File: config.mk
export PLATFORM = sky130hd
export DESIGN_NAME = uart_frame_accumulator
export DESIGN_NICKNAME = d
export VERILOG_FILES = /design/src/rtl/uart_frame_accumulator.sv
export SDC_FILE = /design/constraint.sdc
export NUM_CORES = 2
export LEC_CHECK = 0
export BUFFER_PORTS_ARGS = -buffer_cell sky130_fd_sc_hd__buf_2
export CAP_MARGIN = 20
export CELL_PAD_IN_SITES_DETAIL_PLACEMENT = 0
export CELL_PAD_IN_SITES_GLOBAL_PLACEMENT = 1
export CORE_AREA = 5 5 408 410
export DETAILED_ROUTE_END_ITERATION = 10
export DIE_AREA = 0 0 413 415
export PLACE_DENSITY_LB_ADDON = 0.1
export SYNTH_ARGS = -nofsm -noshare
export SYNTH_HDL_FRONTEND = slang
export SYNTH_HIERARCHICAL = 1
export SYNTH_SLANG_ARGS = --single-unit
export TNS_END_PERCENT = 20
File: constraint.sdc
create_clock -name clk -period 4.3 [get_ports clk]
set_clock_uncertainty 0.2 [all_clocks]
set_input_delay 0.86 -clock clk [delete_from_list [all_inputs] [get_ports clk]]
set_output_delay 0.86 -clock clk [all_outputs]
set_load 0.02 [all_outputs]
File: src/rtl/uart_frame_accumulator.sv
// UART frame accumulator: collects bytes into a MAX_BYTES buffer until a TERM_LEN-byte terminator, with overflow/timeout errors.
// Optional XOR checksum over the payload enabled by UART_FRAME_ACC_CHECKSUM_EN.

module uart_frame_byte_lane (
  input  logic       clk,
  input  logic       reset,
  input  logic       clr,
  input  logic       we,
  input  logic [7:0] din,
  output logic [7:0] q
);
  always_ff @(posedge clk) begin
    if (reset || clr) q <= '0;
    else if (we)      q <= din;
  end
endmodule

module uart_frame_accumulator #(
  parameter int                    MAX_BYTES = 128,
  parameter int                    TERM_LEN  = 2,
  parameter logic [8*TERM_LEN-1:0] TERM_SEQ  = 16'hBEEF,
  parameter int                    TIMEOUT   = 1026,
  localparam int                   SIZE_W    = $clog2(MAX_BYTES+1),
  localparam int                   CNT_W     = $clog2(MAX_BYTES+TERM_LEN+1)
) (
  input  logic                   clk,
  input  logic                   reset,
  input  logic [7:0]             input_data,
  input  logic                   accumulate,
  input  logic                   frame_ack,
  output logic [8*MAX_BYTES-1:0] output_data,
  output logic [SIZE_W-1:0]      output_data_size,
  output logic                   done,
  output logic                   error,
  output logic [1:0]             error_code,
  output logic                   busy
);
  localparam int TW   = 8*TERM_LEN;
  localparam int TO_W = $clog2(TIMEOUT+1);

  typedef enum logic [1:0] {S_IDLE, S_ACCUM, S_DONE, S_ERROR} state_t;

  state_t          state_q, state_d;
  logic [CNT_W-1:0] cnt_q;
  logic [TO_W-1:0]  to_q;
  logic [TW-1:0]    hist_q;
  logic [CNT_W-1:0] cnt_inc, pay_len;
  logic [TW-1:0]    hist_d;
  logic             rearm, byte_evt, term_hit, ovf_hit, to_hit;
  logic             ck_bad, frame_ok, frame_bad;
  logic [SIZE_W-1:0] size_d;

  assign rearm    = frame_ack && (state_q == S_DONE || state_q == S_ERROR);
  assign byte_evt = accumulate && (state_q == S_IDLE || state_q == S_ACCUM);
  assign cnt_inc  = cnt_q + CNT_W'(1);
  assign hist_d   = (hist_q << 8) | TW'(input_data);
  // Sliding window: the count guard stops the zeroed history from matching early.
  assign term_hit = byte_evt && (hist_d == TERM_SEQ) && (cnt_inc >= CNT_W'(TERM_LEN));
  assign ovf_hit  = byte_evt && !term_hit && (cnt_inc == CNT_W'(MAX_BYTES+TERM_LEN));
  assign to_hit   = (state_q == S_ACCUM) && !accumulate && (to_q == TO_W'(TIMEOUT-1));
  assign pay_len  = cnt_inc - CNT_W'(TERM_LEN);

`ifdef UART_FRAME_ACC_CHECKSUM_EN
  // xor_q folds in each byte as it leaves the history window, so at a match
  // it covers every payload byte ahead of the checksum byte now leaving.
  logic [7:0] xor_q;
  logic [7:0] out_byte;
  assign out_byte = hist_q[TW-1 -: 8];
  assign ck_bad   = (pay_len == '0) || (xor_q != out_byte);
  assign size_d   = SIZE_W'(pay_len - CNT_W'(1));

  always_ff @(posedge clk) begin
    if (reset || rearm) xor_q <= '0;
    else if (byte_evt)  xor_q <= xor_q ^ out_byte;
  end
`else
  assign ck_bad = 1'b0;
  assign size_d = SIZE_W'(pay_len);
`endif

  assign frame_ok  = term_hit && !ck_bad;
  assign frame_bad = term_hit && ck_bad;

  always_ff @(posedge clk) begin
    if (reset) state_q <= S_IDLE;
    else       state_q <= state_d;
  end

  always_comb begin
    state_d = state_q;
    case (state_q)
      S_IDLE, S_ACCUM: begin
        if (frame_ok)                 state_d = S_DONE;
        else if (frame_bad || ovf_hit) state_d = S_ERROR;
        else if (byte_evt)            state_d = S_ACCUM;
        else if (to_hit)              state_d = S_ERROR;
      end
      S_DONE, S_ERROR: if (frame_ack) state_d = S_IDLE;
      default:                        state_d = S_IDLE;
    endcase
  end

  always_comb begin
    done  = (state_q == S_DONE);
    error = (state_q == S_ERROR);
    busy  = (state_q == S_ACCUM);
  end

  always_ff @(posedge clk) begin
    if (reset || rearm) begin
      cnt_q            <= '0;
      to_q             <= '0;
      hist_q           <= '0;
      output_data_size <= '0;
      error_code       <= 2'd0;
    end else if (byte_evt) begin
      cnt_q  <= cnt_inc;
      to_q   <= '0;
      hist_q <= hist_d;
      if (frame_ok)  output_data_size <= size_d;
      if (frame_bad) error_code       <= 2'd3;
      if (ovf_hit)   error_code       <= 2'd1;
    end else if (state_q == S_ACCUM) begin
      if (to_hit) error_code <= 2'd2;
      else        to_q       <= to_q + TO_W'(1);
    end
  end

  // Lanes past MAX_BYTES do not exist, so late bytes fall on the floor.
  for (genvar i = 0; i < MAX_BYTES; i++) begin : g_lane
    uart_frame_byte_lane u_lane (
      .clk   (clk),
      .reset (reset),
      .clr   (rearm),
      .we    (byte_evt && (cnt_q == CNT_W'(i))),
      .din   (input_data),
      .q     (output_data[8*i +: 8])
    );
  end
endmodule
; Word level (Yosys, flattened, before mapping)
; Index checks and enable logic that the tools add are counted.
[totals]
reg_bits = 1063
latchBits = 0
mem_bits_rw = 0
romBits = 0
input_bits = 12
out_inout_bits = 1037
elab_cells = 438
mem_count = 0
[classes]
add_sub_neg = 3
mul = 0
div = 0
order_cmp = 1
eq_ne = 136
shifts = 0
muxes = 10
bitwise = 2
reduce_logical = 152
[op_table]
columns = operator, count
row1 = "8-bit by 7-bit == test with 1-bit output, second input constant", 64
row2 = "8-bit by 6-bit == test with 1-bit output, second input constant", 32
row3 = 1-bit logical AND, 136
row4 = "8-bit by 5-bit == test with 1-bit output, second input constant", 16
row5 = "8-bit by 4-bit == test with 1-bit output, second input constant", 8
row6 = "8-bit by 3-bit == test with 1-bit output, second input constant", 4
row7 = 2-bit two-way mux, 9
row8 = "16-bit == test, second input constant", 1
row9 = "8-bit by 2-bit == test with 1-bit output, second input constant", 2
row10 = 16-bit by 8-bit bitwise OR with 16-bit output, 1
row11 = "11-bit by 1-bit adder with 11-bit output, second input constant", 1
row12 = "11-bit == test, second input constant", 1
row13 = "8-bit by 1-bit adder with 8-bit output, second input constant", 1
row14 = "8-bit by 1-bit == test with 1-bit output, second input constant", 1
row15 = "8-bit == test, second input constant", 1
row16 = "8-bit by 2-bit >= comparator with 1-bit output, second input constant", 1
row17 = 8-bit zero test, 1
row18 = "8-bit by 2-bit subtractor with 8-bit output, second input constant", 1
row19 = 2-bit AND reduction, 3
row20 = 2-bit OR reduction, 3
row21 = "5-bit != test, second input constant", 1
row22 = "2-bit == test, second input constant", 2
row23 = 2-bit one-hot mux with 2 select lines, 1
row24 = 2-bit nonzero test, 2
row25 = other kinds (8), 11

; Longest topological paths before layout
[depth]
depth_word = 11
mapped_depth = 10
depth_no_buf = 10

; Hierarchy
; The synthesis kept the hierarchy.
[modules_own_cells]
columns = mod, instances, cells_each, area_per_inst_um2, seq_area_each_um2
row1 = uart_frame_byte_lane, 128, 27, 295.3, 160.2
row2 = uart_frame_accumulator, 1, 406, 2712.6, 780.7

; Worst setup path after synthesis
; OpenSTA, ideal clock, no wires.
[synth_path]
path_type = input to register
startpoint = in frame_ack
endpoint = reg to_q[0]
setup_ps = 128
t_arrival_ps = 3108
required_ps = 3972
slack_ps = 865
path_stages = 5
n_path_buf = 1
cell_sequence = and2_1 > nor2_1 > nand2_1 > clkbuf_1 > nor2_1
[synth_between]
elab_chain_len = 3
[synth_rtl]
columns = element, line_no
row1 = start: declaration, 30  ; input logic frame_ack,
row2 = 1-bit logical AND, 53  ; assign rearm = frame_ack && (state_q == S_DONE || state_q == S_ERROR);
row3 = 1-bit logical OR, 110  ; if (reset || rearm) begin
row4 = 2-bit OR reduction (no source line), -
row5 = end signal: assignment, 125  ; else to_q <= to_q + TO_W'(1);
row6 = end: declaration, 45  ; logic [TO_W-1:0] to_q;
; No other way between the ends.
; A chain may end at the register's enable or synchronous reset.

; Worst setup path in the final report
[layout_path]
startpoint = reg state_q[1]
endpoint = reg g_lane[36].u_lane.q[2]
[layout_between]
elab_chain_len = 4
elab_cells_between_ends = 10
cone_classes = eq/ne (3) / reduce/logical (7)
[layout_rtl]
columns = element, line_no
row1 = start: declaration, 43  ; state_t state_q, state_d;
row2 = start signal: assignment, 86  ; else state_q <= state_d;
row3 = "2-bit by 1-bit == test with 1-bit output, or another cell as far along", 54  ; assign byte_evt = accumulate && (state_q == S_IDLE || state_q == S_ACCUM);
row4 = 1-bit logical OR (on tied branches), "54, 53"
row5 = 1-bit logical AND (on tied branches), "54, 53"
row6 = 1-bit logical AND / 1-bit logical OR (equally long branches), "135, 13"
row7 = end signal: assignment, 14  ; else if (we) q <= din;
row8 = end: declaration, 10  ; output logic [7:0] q
; Several ways; a longest one is shown, not always the timed one.

==> results.toml <==
[run_status]
status = "completed"

[synthesis]
yosysSeqAreaShare = 0.525
synth_fa_ha_area_frac = 0.00247
muxShareOfSynthArea = 0.255
post-synth-top-area-cell = "dfxtp_1"
synthFlopType = "dfxtp_1"
synthXorXnorAreaFrac = 0.00411
yosys.area_share.simple = 0.144
synth_compound_area_frac = 0.00667
synth_top_family_by_area = "multiplexers"
synth_top_area_share = 0.525
syn_area_per_cell_sq_um = 10.5
ys_warn_count = 6
synthDistinctLibCells = 48
synth.most_common_cell = "nor2_1"
ys_ff_latch = 1063
synthTopCellsByCount = "nor2_1 (1,175), dfxtp_1 (1,063), mux2i_1 (1,031)"
synthArstFlopShare = 0
syn_inst = 3862
synth_edf_count = 0
yosys-top-cells-area = "dfxtp_1 (53%), mux2i_1 (25%), nor2_1 (11%), buf_6 (3.6%), buf_4 (2.4%)"
synthesis.area_sq_mm = 0.0405
synth_nets = 3882

[worst_setup_path]
rr_endpoint = "g_lane[36].u_lane/q[2]"
end_kind = "flop"
r2r_slack_ns = 0.92
timing.rr.start = "state_q[1]"
critPathMaxStageDelay_ns = 0.97
path_max_fanout = 21
cp_data_arrival_time_ns = 3.78
critPathKind = "reg -> reg"
crit_start = "state_q[1]"
cp-start-kind = "flop"
slowest_stage = "nor2_1"
crit_top_cell = "nor2_1"
rr_worst_depth = 5
required_ns = 4.70
cp_cell_sequence = "nor2b_4, nand3_1, nor2_1, mux2i_1, nor2_1"

[clock_tree]
clkTransAtPathRegs_ns = 0.06
cts.path.max_buffers = 3
ctsResizeCount = 0
numCtsBuffers = 133
htreeDepth = 4
worstSkewPairLatency_ns = 0.74
postCtsSetupBuffers = 0
cts_root_buffer = "clkbuf_16"
numClockSinks = 1063
cts-hold-fix-buffers = 0
cts_tree = "done"

[layout]
nets = 4918
drive_above_1_share = 0.279
stdcell_count = 7173
fin_util = 0.317
syn2layout_area_growth_pct = 26.9
num-fill-cells = 17121

[detailed_routing]
avgRoutedWirePerCell_um = 25.9
drt_first_iter_violations = 1744
antenna_left = 0
viasPerCell = 4.31
dr.pass1.iters = 5
wl_um = 186000
num_vias = 30897
drc = 0

[worst_hold_path]
holdPathStages = 2
hp-class = "reg -> reg"
hp-start = "hist_q[3]"
whs_endpoint = "hist_q[3]"

[grt]
antenna_found_initial = 4
overflow = 0
grt_pass1_vias = 30966
grt_pass1_wl_um = 256000
grt_max_degree = 106
groute.usage.overall = 0.208

[power]
power.leakage_nw = 21.0
max-vdd-ir-drop_uv = 336
powerDensity_mw_per_mm2 = 427

[timing]
fin_hold_ws_ns = 0.272
rsz0062_at_grt = "no"
finalHoldViolCount = 0
setup_violations = 0
timing.fmax_ghz = 0.296
finalSetupTns_ns = 0
relSlewSlack = 0.331
worst_slew_pin_slew_ns = 0.999
period_share = 0.786
period_minus_slack_ns = 3.38
slew_violations = 0

[floorplan]
floorplan.core_area_sq_mm = 0.162
ios = 1049
die-area_sq_mm = 0.171
floorplan.initialDensity = 0.250
num_rows = 148
die_h_um = 415
die_w_um = 413

[place]
place_congestion = 0.756
port_buffers = 1048
hpwl_um = 129000
dp_cells = 6938

[run]
drv_cap = 0
state kept, by name (all words and copies together), names as in the netlist:
register	flops
state_q	2
hist_q	8
to_q	11
g_lane.u_lane/q	1024
cnt_q	8
error_code	2
output_data_size	8
metal layers:
layer | track usage | vias up | wire length [um]
met2 | 0.345 | 914 | 87500
met4 | 0.0514 | 2 | 4440
met1 | 0.254 | 14972 | 78400
met3 | 0.0764 | 187 | 15600
met5 | 0 | - | 13
li1 | - | 14822 | -
where the power goes:
group / leakage [nW] / internal, mW / switching [mW] / total [mW]
sequential: 8.56 / 9.87 / 0.0184 / 9.89
clock: 2.10 / 6.45 / 4.66 / 11.1
combinational: 10.4 / 0.174 / 0.764 / 0.938
total: 21.0 / 16.5 / 5.45 / 21.9
cell type report:
cell class                      count  area (sq um)  area share
Clock buffer                      192          3770      0.0734
Antenna cell                        1          2.50   0.0000487
Timing Repair Buffer             1183          6380       0.124
Sequential cell                  1063         21300       0.414
Tap cell                         2175          2720      0.0529
Inverter                            7          26.3    0.000511
Multi-Input combinational cell   2510         16700       0.325
Clock inverter                     42           508     0.00988
cells by family (layout without fill, tap and decap cells):
group                    after synthesis  count (layout)
AO/OA/AOI/OAI                         36              36
XOR/XNOR                              19              19
adder cells (fa/ha/maj)                8               8
buffers and inverters                289            1424
flip-flops                          1063            1063
multiplexers                        1031            1031
other                                  0               1
AND/OR/NAND/NOR                     1416            1416
how the worst max path moves through the flow:
stage	to
after floorplan	to_q[0]
after global placement	g_lane[38].u_lane/q[5]
after detailed placement	g_lane[36].u_lane/q[2]
after CTS	g_lane[103].u_lane/q[2]
after global routing	g_lane[21].u_lane/q[5]
final	g_lane[36].u_lane/q[2]
worst max-delay path, delay by kind of cell, from the launching register on:
kind,cells,cell delay [ns]
multiplexers,1,0.27
AND/OR/NAND/NOR,4,2.37
flip-flops,1,0.40
cell usage in the layout, fill, tap and decap left out, types with 3 or more instances in the layout:
master	n
a21oi_1	7
dfxtp_1	1063
clkinv_8	4
nand2_2	6
nor2b_1	4
clkinv_2	22
a22o_1	7
nand3_1	22
bufinv_16	5
xor2_1	10
xnor2_1	9
nand2_1	34
nor2_1	1175
buf_6	11
ha_1	8
and2_1	4
a31oi_1	5
o21ai_0	4
and4_1	4
inv_1	7
and3_1	15
clkbuf_1	38
or2_1	128
clkinv_16	3
buf_4	128
clkbuf_8	20
mux2i_1	1031
clkbuf_16	134
buf_12	5
inv_6	5
buf_2	1039
per-stage QoR:
step / power [mW] / area [sq um] / setup slack (ns)
after global routing: 22.8 / 51400 / 0.676
final: 21.9 / 51400 / 0.920
after floorplan: 10.7 / 40500 / 0.865
after CTS: 22.4 / 51400 / 0.843
after detailed placement: 11.1 / 47100 / 0.322
after global placement: 11.1 / 47100 / 0.232
Note: power is estimated with default switching activity, not from simulation.
